`src/rtl/mc_pkg.sv`:
```
// Shared encodings for the multicycle controller: state codes, opcodes,
// ALU/mux select encodings and the control-word payload.
package mc_pkg;

    localparam int unsigned STATE_W = 4;
    localparam int unsigned OP_W    = 6;

    localparam logic [STATE_W-1:0] S_IDLE     = 4'd0;
    localparam logic [STATE_W-1:0] S_FETCH    = 4'd1;
    localparam logic [STATE_W-1:0] S_DECODE   = 4'd2;
    localparam logic [STATE_W-1:0] S_MEM_ADDR = 4'd3;
    localparam logic [STATE_W-1:0] S_MEM_RD   = 4'd4;
    localparam logic [STATE_W-1:0] S_MEM_WB   = 4'd5;
    localparam logic [STATE_W-1:0] S_MEM_WR   = 4'd6;
    localparam logic [STATE_W-1:0] S_EXEC_R   = 4'd7;
    localparam logic [STATE_W-1:0] S_R_WB     = 4'd8;
    localparam logic [STATE_W-1:0] S_BRANCH   = 4'd9;
    localparam logic [STATE_W-1:0] S_JUMP     = 4'd10;
    localparam logic [STATE_W-1:0] S_ADDI_EX  = 4'd11;
    localparam logic [STATE_W-1:0] S_ADDI_WB  = 4'd12;

    localparam logic [OP_W-1:0] OP_RTYPE = 6'b000000;
    localparam logic [OP_W-1:0] OP_LW    = 6'b100011;
    localparam logic [OP_W-1:0] OP_SW    = 6'b101011;
    localparam logic [OP_W-1:0] OP_BEQ   = 6'b000100;
    localparam logic [OP_W-1:0] OP_J     = 6'b000010;
    localparam logic [OP_W-1:0] OP_ADDI  = 6'b001000;

    typedef enum logic [1:0] {
        ALUOP_ADD   = 2'b00,
        ALUOP_SUB   = 2'b01,
        ALUOP_FUNCT = 2'b10
    } alu_op_e;

    typedef enum logic [1:0] {
        SRCB_RT     = 2'b00,
        SRCB_FOUR   = 2'b01,
        SRCB_IMM    = 2'b10,
        SRCB_IMM_SH = 2'b11
    } alu_src_b_e;

    typedef enum logic [1:0] {
        PCSRC_ALU    = 2'b00,
        PCSRC_ALUOUT = 2'b01,
        PCSRC_JUMP   = 2'b10
    } pc_source_e;

    typedef struct packed {
        logic       pc_write;
        logic       ir_write;
        logic       i_or_d;
        logic       mem_read;
        logic       mem_write;
        logic       mem_to_reg;
        logic       reg_dst;
        logic       reg_write;
        logic       alu_src_a;
        alu_src_b_e alu_src_b;
        alu_op_e    alu_op;
        pc_source_e pc_source;
    } mc_ctrl_t;

endpackage

```
`src/rtl/multicycle_control_if.sv`:
```
// Controller bus: datapath status in (master drives), control word and status out.
interface multicycle_control_if;
    import mc_pkg::*;

    logic                start;
    logic [OP_W-1:0]     op;
    logic                zero;
    logic                mem_ready;
    mc_ctrl_t            ctrl;
    logic                instr_done;
    logic                illegal;
    logic                mem_err;
    logic [STATE_W-1:0]  state;

    modport master (
        output start, op, zero, mem_ready,
        input  ctrl, instr_done, illegal, mem_err, state
    );

    modport slave (
        input  start, op, zero, mem_ready,
        output ctrl, instr_done, illegal, mem_err, state
    );

endinterface

```
`src/rtl/mc_wait_timer.sv`:
```
// Memory wait-cycle counter; expired_c flags the last allowed wait cycle.
module mc_wait_timer #(
    parameter int unsigned WAIT_LIMIT = 15
) (
    input  logic clk_i,
    input  logic rst_i,
    input  logic clr_i,
    input  logic en_i,
    output logic expired_c
);

    localparam int unsigned CNT_W = (WAIT_LIMIT > 1) ? $clog2(WAIT_LIMIT) : 1;

    logic [CNT_W-1:0] cnt_q, cnt_d;

    assign expired_c = (cnt_q == CNT_W'(WAIT_LIMIT - 1));

    always_comb begin
        cnt_d = cnt_q;
        if (clr_i) begin
            cnt_d = '0;
        end else if (en_i && !expired_c) begin
            cnt_d = cnt_q + CNT_W'(1);
        end
    end

    always_ff @(posedge clk_i or posedge rst_i) begin
        if (rst_i) begin
            cnt_q <= '0;
        end else begin
            cnt_q <= cnt_d;
        end
    end

endmodule

```
`src/rtl/multicycle_control_fsm.sv`:
```
// Multicycle MIPS-subset control FSM. Memory handshake/timeout only when
// MC_MEM_WAIT_EN is defined; otherwise each memory state takes one cycle.
module multicycle_control_fsm
    import mc_pkg::*;
#(
    parameter int unsigned WAIT_LIMIT = 15
) (
    input  logic                 clk_i,
    input  logic                 rst_i,
    multicycle_control_if.slave  bus
);

    logic [STATE_W-1:0] state_q, state_d;
    logic [STATE_W-1:0] after_done_c;
    mc_ctrl_t           ctrl_c;
    logic               done_c;
    logic               illegal_c;
    logic               mem_err_c;
    logic               mem_go_c;
    logic               mem_abort_c;

`ifdef MC_MEM_WAIT_EN
    logic wait_state_c;
    logic expired_c;

    assign wait_state_c = (state_q == S_FETCH) || (state_q == S_MEM_RD) ||
                          (state_q == S_MEM_WR);

    // Any state change restarts the count, so each waiting state starts at zero.
    mc_wait_timer #(
        .WAIT_LIMIT (WAIT_LIMIT)
    ) u_wait_timer (
        .clk_i     (clk_i),
        .rst_i     (rst_i),
        .clr_i     (state_d != state_q),
        .en_i      (wait_state_c && !bus.mem_ready),
        .expired_c (expired_c)
    );

    assign mem_go_c    = bus.mem_ready;
    assign mem_abort_c = !bus.mem_ready && expired_c;
`else
    logic unused_mem_ready;

    assign unused_mem_ready = ^{bus.mem_ready, 32'(WAIT_LIMIT)};
    assign mem_go_c         = 1'b1;
    assign mem_abort_c      = 1'b0;
`endif

    assign after_done_c = bus.start ? S_FETCH : S_IDLE;

    // Next state and Moore control word; only BRANCH pc_write follows zero.
    always_comb begin
        state_d   = state_q;
        ctrl_c    = '0;
        done_c    = 1'b0;
        illegal_c = 1'b0;
        mem_err_c = 1'b0;
        case (state_q)
            S_IDLE: begin
                if (bus.start) state_d = S_FETCH;
            end
            S_FETCH: begin
                ctrl_c.mem_read  = 1'b1;
                ctrl_c.alu_src_b = SRCB_FOUR;
                if (mem_go_c) begin
                    ctrl_c.ir_write = 1'b1;
                    ctrl_c.pc_write = 1'b1;
                    state_d         = S_DECODE;
                end else if (mem_abort_c) begin
                    mem_err_c = 1'b1;
                    state_d   = S_IDLE;
                end
            end
            S_DECODE: begin
                ctrl_c.alu_src_b = SRCB_IMM_SH;
                case (bus.op)
                    OP_RTYPE:     state_d = S_EXEC_R;
                    OP_LW, OP_SW: state_d = S_MEM_ADDR;
                    OP_BEQ:       state_d = S_BRANCH;
                    OP_J:         state_d = S_JUMP;
                    OP_ADDI:      state_d = S_ADDI_EX;
                    default: begin
                        illegal_c = 1'b1;
                        state_d   = S_FETCH;
                    end
                endcase
            end
            S_MEM_ADDR: begin
                ctrl_c.alu_src_a = 1'b1;
                ctrl_c.alu_src_b = SRCB_IMM;
                state_d          = (bus.op == OP_SW) ? S_MEM_WR : S_MEM_RD;
            end
            S_MEM_RD: begin
                ctrl_c.mem_read = 1'b1;
                ctrl_c.i_or_d   = 1'b1;
                if (mem_go_c) begin
                    state_d = S_MEM_WB;
                end else if (mem_abort_c) begin
                    mem_err_c = 1'b1;
                    state_d   = S_IDLE;
                end
            end
            S_MEM_WB: begin
                ctrl_c.mem_to_reg = 1'b1;
                ctrl_c.reg_write  = 1'b1;
                done_c            = 1'b1;
                state_d           = after_done_c;
            end
            S_MEM_WR: begin
                ctrl_c.mem_write = 1'b1;
                ctrl_c.i_or_d    = 1'b1;
                if (mem_go_c) begin
                    done_c  = 1'b1;
                    state_d = after_done_c;
                end else if (mem_abort_c) begin
                    mem_err_c = 1'b1;
                    state_d   = S_IDLE;
                end
            end
            S_EXEC_R: begin
                ctrl_c.alu_src_a = 1'b1;
                ctrl_c.alu_op    = ALUOP_FUNCT;
                state_d          = S_R_WB;
            end
            S_R_WB: begin
                ctrl_c.reg_dst   = 1'b1;
                ctrl_c.reg_write = 1'b1;
                done_c           = 1'b1;
                state_d          = after_done_c;
            end
            S_BRANCH: begin
                ctrl_c.alu_src_a = 1'b1;
                ctrl_c.alu_op    = ALUOP_SUB;
                ctrl_c.pc_source = PCSRC_ALUOUT;
                ctrl_c.pc_write  = bus.zero;
                done_c           = 1'b1;
                state_d          = after_done_c;
            end
            S_JUMP: begin
                ctrl_c.pc_write  = 1'b1;
                ctrl_c.pc_source = PCSRC_JUMP;
                done_c           = 1'b1;
                state_d          = after_done_c;
            end
            S_ADDI_EX: begin
                ctrl_c.alu_src_a = 1'b1;
                ctrl_c.alu_src_b = SRCB_IMM;
                state_d          = S_ADDI_WB;
            end
            S_ADDI_WB: begin
                ctrl_c.reg_write = 1'b1;
                done_c           = 1'b1;
                state_d          = after_done_c;
            end
            default: begin
                state_d = S_IDLE;
            end
        endcase
    end

    always_ff @(posedge clk_i or posedge rst_i) begin
        if (rst_i) begin
            state_q <= S_IDLE;
        end else begin
            state_q <= state_d;
        end
    end

    assign bus.ctrl       = ctrl_c;
    assign bus.instr_done = done_c;
    assign bus.illegal    = illegal_c;
    assign bus.mem_err    = mem_err_c;
    assign bus.state      = state_q;

endmodule

```
`src/rtl/multicycle_control.sv`:
```
// Multicycle controller top: flat port wrapper around the FSM.
// Optional memory wait/timeout handling enabled by defining MC_MEM_WAIT_EN.
module multicycle_control #(
    parameter int unsigned WAIT_LIMIT = 15
) (
    input  logic       clk_i,
    input  logic       rst_i,
    input  logic       start_i,
    input  logic [5:0] op_i,
    input  logic       zero_i,
    input  logic       mem_ready_i,
    output logic       pc_write_o,
    output logic       ir_write_o,
    output logic       i_or_d_o,
    output logic       mem_read_o,
    output logic       mem_write_o,
    output logic       mem_to_reg_o,
    output logic       reg_dst_o,
    output logic       reg_write_o,
    output logic       alu_src_a_o,
    output logic [1:0] alu_src_b_o,
    output logic [1:0] alu_op_o,
    output logic [1:0] pc_source_o,
    output logic       instr_done_o,
    output logic       illegal_o,
    output logic       mem_err_o,
    output logic [3:0] state_o
);

    multicycle_control_if bus ();

    assign bus.start     = start_i;
    assign bus.op        = op_i;
    assign bus.zero      = zero_i;
    assign bus.mem_ready = mem_ready_i;

    multicycle_control_fsm #(
        .WAIT_LIMIT (WAIT_LIMIT)
    ) u_fsm (
        .clk_i (clk_i),
        .rst_i (rst_i),
        .bus   (bus)
    );

    assign pc_write_o   = bus.ctrl.pc_write;
    assign ir_write_o   = bus.ctrl.ir_write;
    assign i_or_d_o     = bus.ctrl.i_or_d;
    assign mem_read_o   = bus.ctrl.mem_read;
    assign mem_write_o  = bus.ctrl.mem_write;
    assign mem_to_reg_o = bus.ctrl.mem_to_reg;
    assign reg_dst_o    = bus.ctrl.reg_dst;
    assign reg_write_o  = bus.ctrl.reg_write;
    assign alu_src_a_o  = bus.ctrl.alu_src_a;
    assign alu_src_b_o  = bus.ctrl.alu_src_b;
    assign alu_op_o     = bus.ctrl.alu_op;
    assign pc_source_o  = bus.ctrl.pc_source;
    assign instr_done_o = bus.instr_done;
    assign illegal_o    = bus.illegal;
    assign mem_err_o    = bus.mem_err;
    assign state_o      = bus.state;

endmodule

```
`config.mk`:
```
export PLATFORM = sky130hd
export DESIGN_NAME = multicycle_control
export DESIGN_NICKNAME = d
export VERILOG_FILES = /design/src/rtl/mc_pkg.sv /design/src/rtl/multicycle_control_if.sv /design/src/rtl/mc_wait_timer.sv /design/src/rtl/multicycle_control_fsm.sv /design/src/rtl/multicycle_control.sv
export SDC_FILE = /design/constraint.sdc
export NUM_CORES = 1
export LEC_CHECK = 0
export ABC_AREA = 1
export ABC_CLOCK_PERIOD_IN_PS = 1200
export BUFFER_PORTS_ARGS = -buffer_cell sky130_fd_sc_hd__buf_2
export CORE_AREA = 10 10 47 49
export DETAILED_ROUTE_END_ITERATION = 8
export DIE_AREA = 0 0 57 59
export HOLD_SLACK_MARGIN = 0.02
export PLACE_DENSITY = 0.7
export SLEW_MARGIN = 20
export SYNTH_ARGS = -nofsm -noshare
export SYNTH_HDL_FRONTEND = slang
export SYNTH_HIERARCHICAL = 1
export SYNTH_SLANG_ARGS = --single-unit
```
`constraint.sdc`:
```
create_clock -name clk_i -period 1.2 [get_ports clk_i]
set_input_delay 0.06 -clock clk_i [delete_from_list [all_inputs] [get_ports clk_i]]
set_output_delay 0.06 -clock clk_i [all_outputs]
set_load 0.02 [all_outputs]
```
==> impl_metrics.json <==
{
  "status": "complete, but fails checks",
  "violations": "setup timing",
  "hp-class": "input pin to flip-flop",
  "cp-end-kind": "output pin",
  "hold_viol_final": 0,
  "critPathLaunchType": "flip-flop",
  "ys_ff_latch": 4,
  "netlist.area_leader.share": 0.2180,
  "drc_errors": 0,
  "seq_area_frac_synth": 0.2180,
  "first_pass_iters": 4,
  "antenna_found_initial": 0,
  "yosysUniqueCellTypes": 16,
  "die_y_um": 59,
  "fill_cells": 113,
  "synth-main-ff-cell": "dfrtp_1",
  "setup_viol": 19,
  "fin_crit_sh": 1.187,
  "ir_drop_mv": 1.105,
  "min_delay_path_depth": 5,
  "hold-path-endpoint": "u_fsm/bus.state[0]",
  "worstReg2RegStart": "u_fsm/bus.state[2]",
  "synth_nets": 95,
  "gr-total-overflow": 0,
  "powerDensity_nw_per_um2": 2273,
  "synthTopCellsByCount": "nand2_1 (26), inv_1 (14), nor2_1 (14), o21ai_0 (6), nor2_2 (5)",
  "dp_hpwl_um": 1547,
  "numCtsBuffers": 3,
  "grtUsageTotal": 0.1110,
  "num_rows": 14,
  "worst_r2r_endpoint": "u_fsm/bus.state[0]",
  "grt_max_degree": 6,
  "yosysMostFrequentCell": "nand2_1",
  "ys_top_cells_by_area": "dfrtp_1 (22%), nand2_1 (21%), inv_1 (11%), nor2_1 (11%), nor2_2 (6.8%)",
  "ys_async_sr_fraction": 1.000,
  "gp_congestion": 0.8162,
  "synth_area_um2": 459.2,
  "multi_input_area_um2": 394.1,
  "syn_inst": 84,
  "synth_area_per_cell_um2": 5.467,
  "cp_max_fo": 4,
  "reg2reg_slack_ns": -0.12,
  "clkTransAtPathRegs_ns": 0.04,
  "yosysTopAreaCell": "dfrtp_1",
  "grt_pass1_vias": 739,
  "port_buffers": 30,
  "pre_cts_ws_ns": -0.06546,
  "htreeDepth": 1,
  "hp-start": "start_i",
  "fmax_ghz": 0.7018,
  "finalCoreUtilization": 0.7357,
  "ys_warn_count": 6,
  "crit_type": "flip-flop to output pin",
  "cp.required_ns": 1.14,
  "tns_ns": -2.608,
  "grt_pass1_wl_um": 3146,
  "arrival_ns": 1.36,
  "clk_latency_ns": 0.23,
  "core_um2": 1401,
  "design_area_um2": 1031,
  "start_util": 0.3277,
  "finClkSkew_ns": 0.00005218,
  "leakagePower_nw": 0.5615,
  "cts.sinks": 4,
  "cap_violations": 0,
  "synth_edf_count": 0,
  "num_vias": 712,
  "layout.nets": 149,
  "setup_slack_ns": -0.2249,
  "largest_reg_flops": 4,
  "drive_above_1_share": 0.6397,
  "die_width_um": 57,
  "ctsRootBufferMaster": "clkbuf_4",
  "grt_setup_unrepaired": "yes",
  "pin_count": 33,
  "area_growth_pct": 124.5,
  "seq_area_um2": 105.1,
  "diodes": 0,
  "avgRoutedWirePerCell_um": 13.05,
  "cts.path.max_buffers": 2,
  "cts_tree": "done",
  "ant_nets": 0,
  "reg2reg_depth": 11,
  "drtIter0Drc": 6,
  "drt_wl_total_um": 1983,
  "drt-vias-per-instance": 4.684,
  "place_area_um2": 798.3,
  "fp.dieArea_um2": 3363,
  "slew_viol_final": 0,
  "period_needed_ns": 1.425
}
-- worst max-delay path by stage --
| stage | start | to | slack (ns) | cells past startpoint |
|---|---|---|---|---|
| floorplan | u_fsm/bus.state[2] | u_fsm/bus.state[0] | -0.12 | 9 |
| global placement | u_fsm/bus.state[2] | u_fsm/bus.state[0] | -0.05 | 11 |
| detailed placement | u_fsm/bus.state[2] | u_fsm/bus.state[0] | -0.07 | 11 |
| CTS | u_fsm/bus.state[2] | pc_write_o | -0.22 | 6 |
| global route | u_fsm/bus.state[3] | instr_done_o | -0.31 | 7 |
| finish | u_fsm/bus.state[1] | instr_done_o | -0.22 | 7 |
-- where the power goes --
part           switching (mW)  internal, mW
logic                    1.03         0.891
registers              0.0698         0.191
clock network          0.0507         0.112
-- timing repair --
action | in CTS | in global routing
endpoints found under the setup margin | 19 | 19
pin swaps | 4 | 13
resized for setup | 36 | 25
hold endpoints to repair | 4 | 0
hold buffers | 1 | 0
setup buffers | 2 | 2
-- layout make-up --
cell class	instances	area share
Sequential cell	4	0.1019
Clock buffer	3	0.02184
Tap cell	16	0.01942
Inverter	16	0.06553
Timing Repair Buffer	51	0.4090
Multi-Input combinational cell	62	0.3823
-- worst max-delay path, stage by stage, from the launching register on --
cell	delay (ns)
dfrtp_2	0.44
buf_6	0.14
nor2_1	0.14
nand2_2	0.10
nand2_2	0.09
nor2_4	0.04
nand2_2	0.08
buf_6	0.12
-- per-stage QoR --
step / std cells / power (mW) / hold slack (ns)
after floorplan: 84 / 1.091 / -0.1739
after global placement: 145 / 1.666 / -0.05574
after detailed placement: 145 / 1.692 / -0.05671
after CTS: 151 / 2.131 / 0.1287
after global routing: 152 / 2.511 / 0.1425
final: 152 / 2.344 / 0.1385
-- kinds of logic after synthesis --
group	count (synthesis)	share of synthesized area
and+or+nand+nor	52	0.4877
buffers and inverters	18	0.1635
AOI/OAI and AO/OA	9	0.1226
DFF	4	0.2180
other	1	0.008167
-- cells in the final DEF, fill, tap and decap left out, types with 4 or more instances in the layout --
cell	Yosys	routed
nand2_2	1	7
buf_2	0	14
inv_2	2	4
nand3_1	4	4
buf_4	2	17
nand2_1	26	17
inv_1	14	10
nor2_4	1	8
nor2_1	14	10
buf_6	0	19
dfrtp_2	0	4
-- metal layers --
metal,share of wire,vias to the layer above,global-route usage
li1,-,362,-
met1,0.36,321,0.1115
met2,0.56,27,0.2078
met3,0.066,2,0.02790
met4,0.011,0,0.05369
met5,0,-,0
Note: power is estimated with default switching activity, not from simulation.
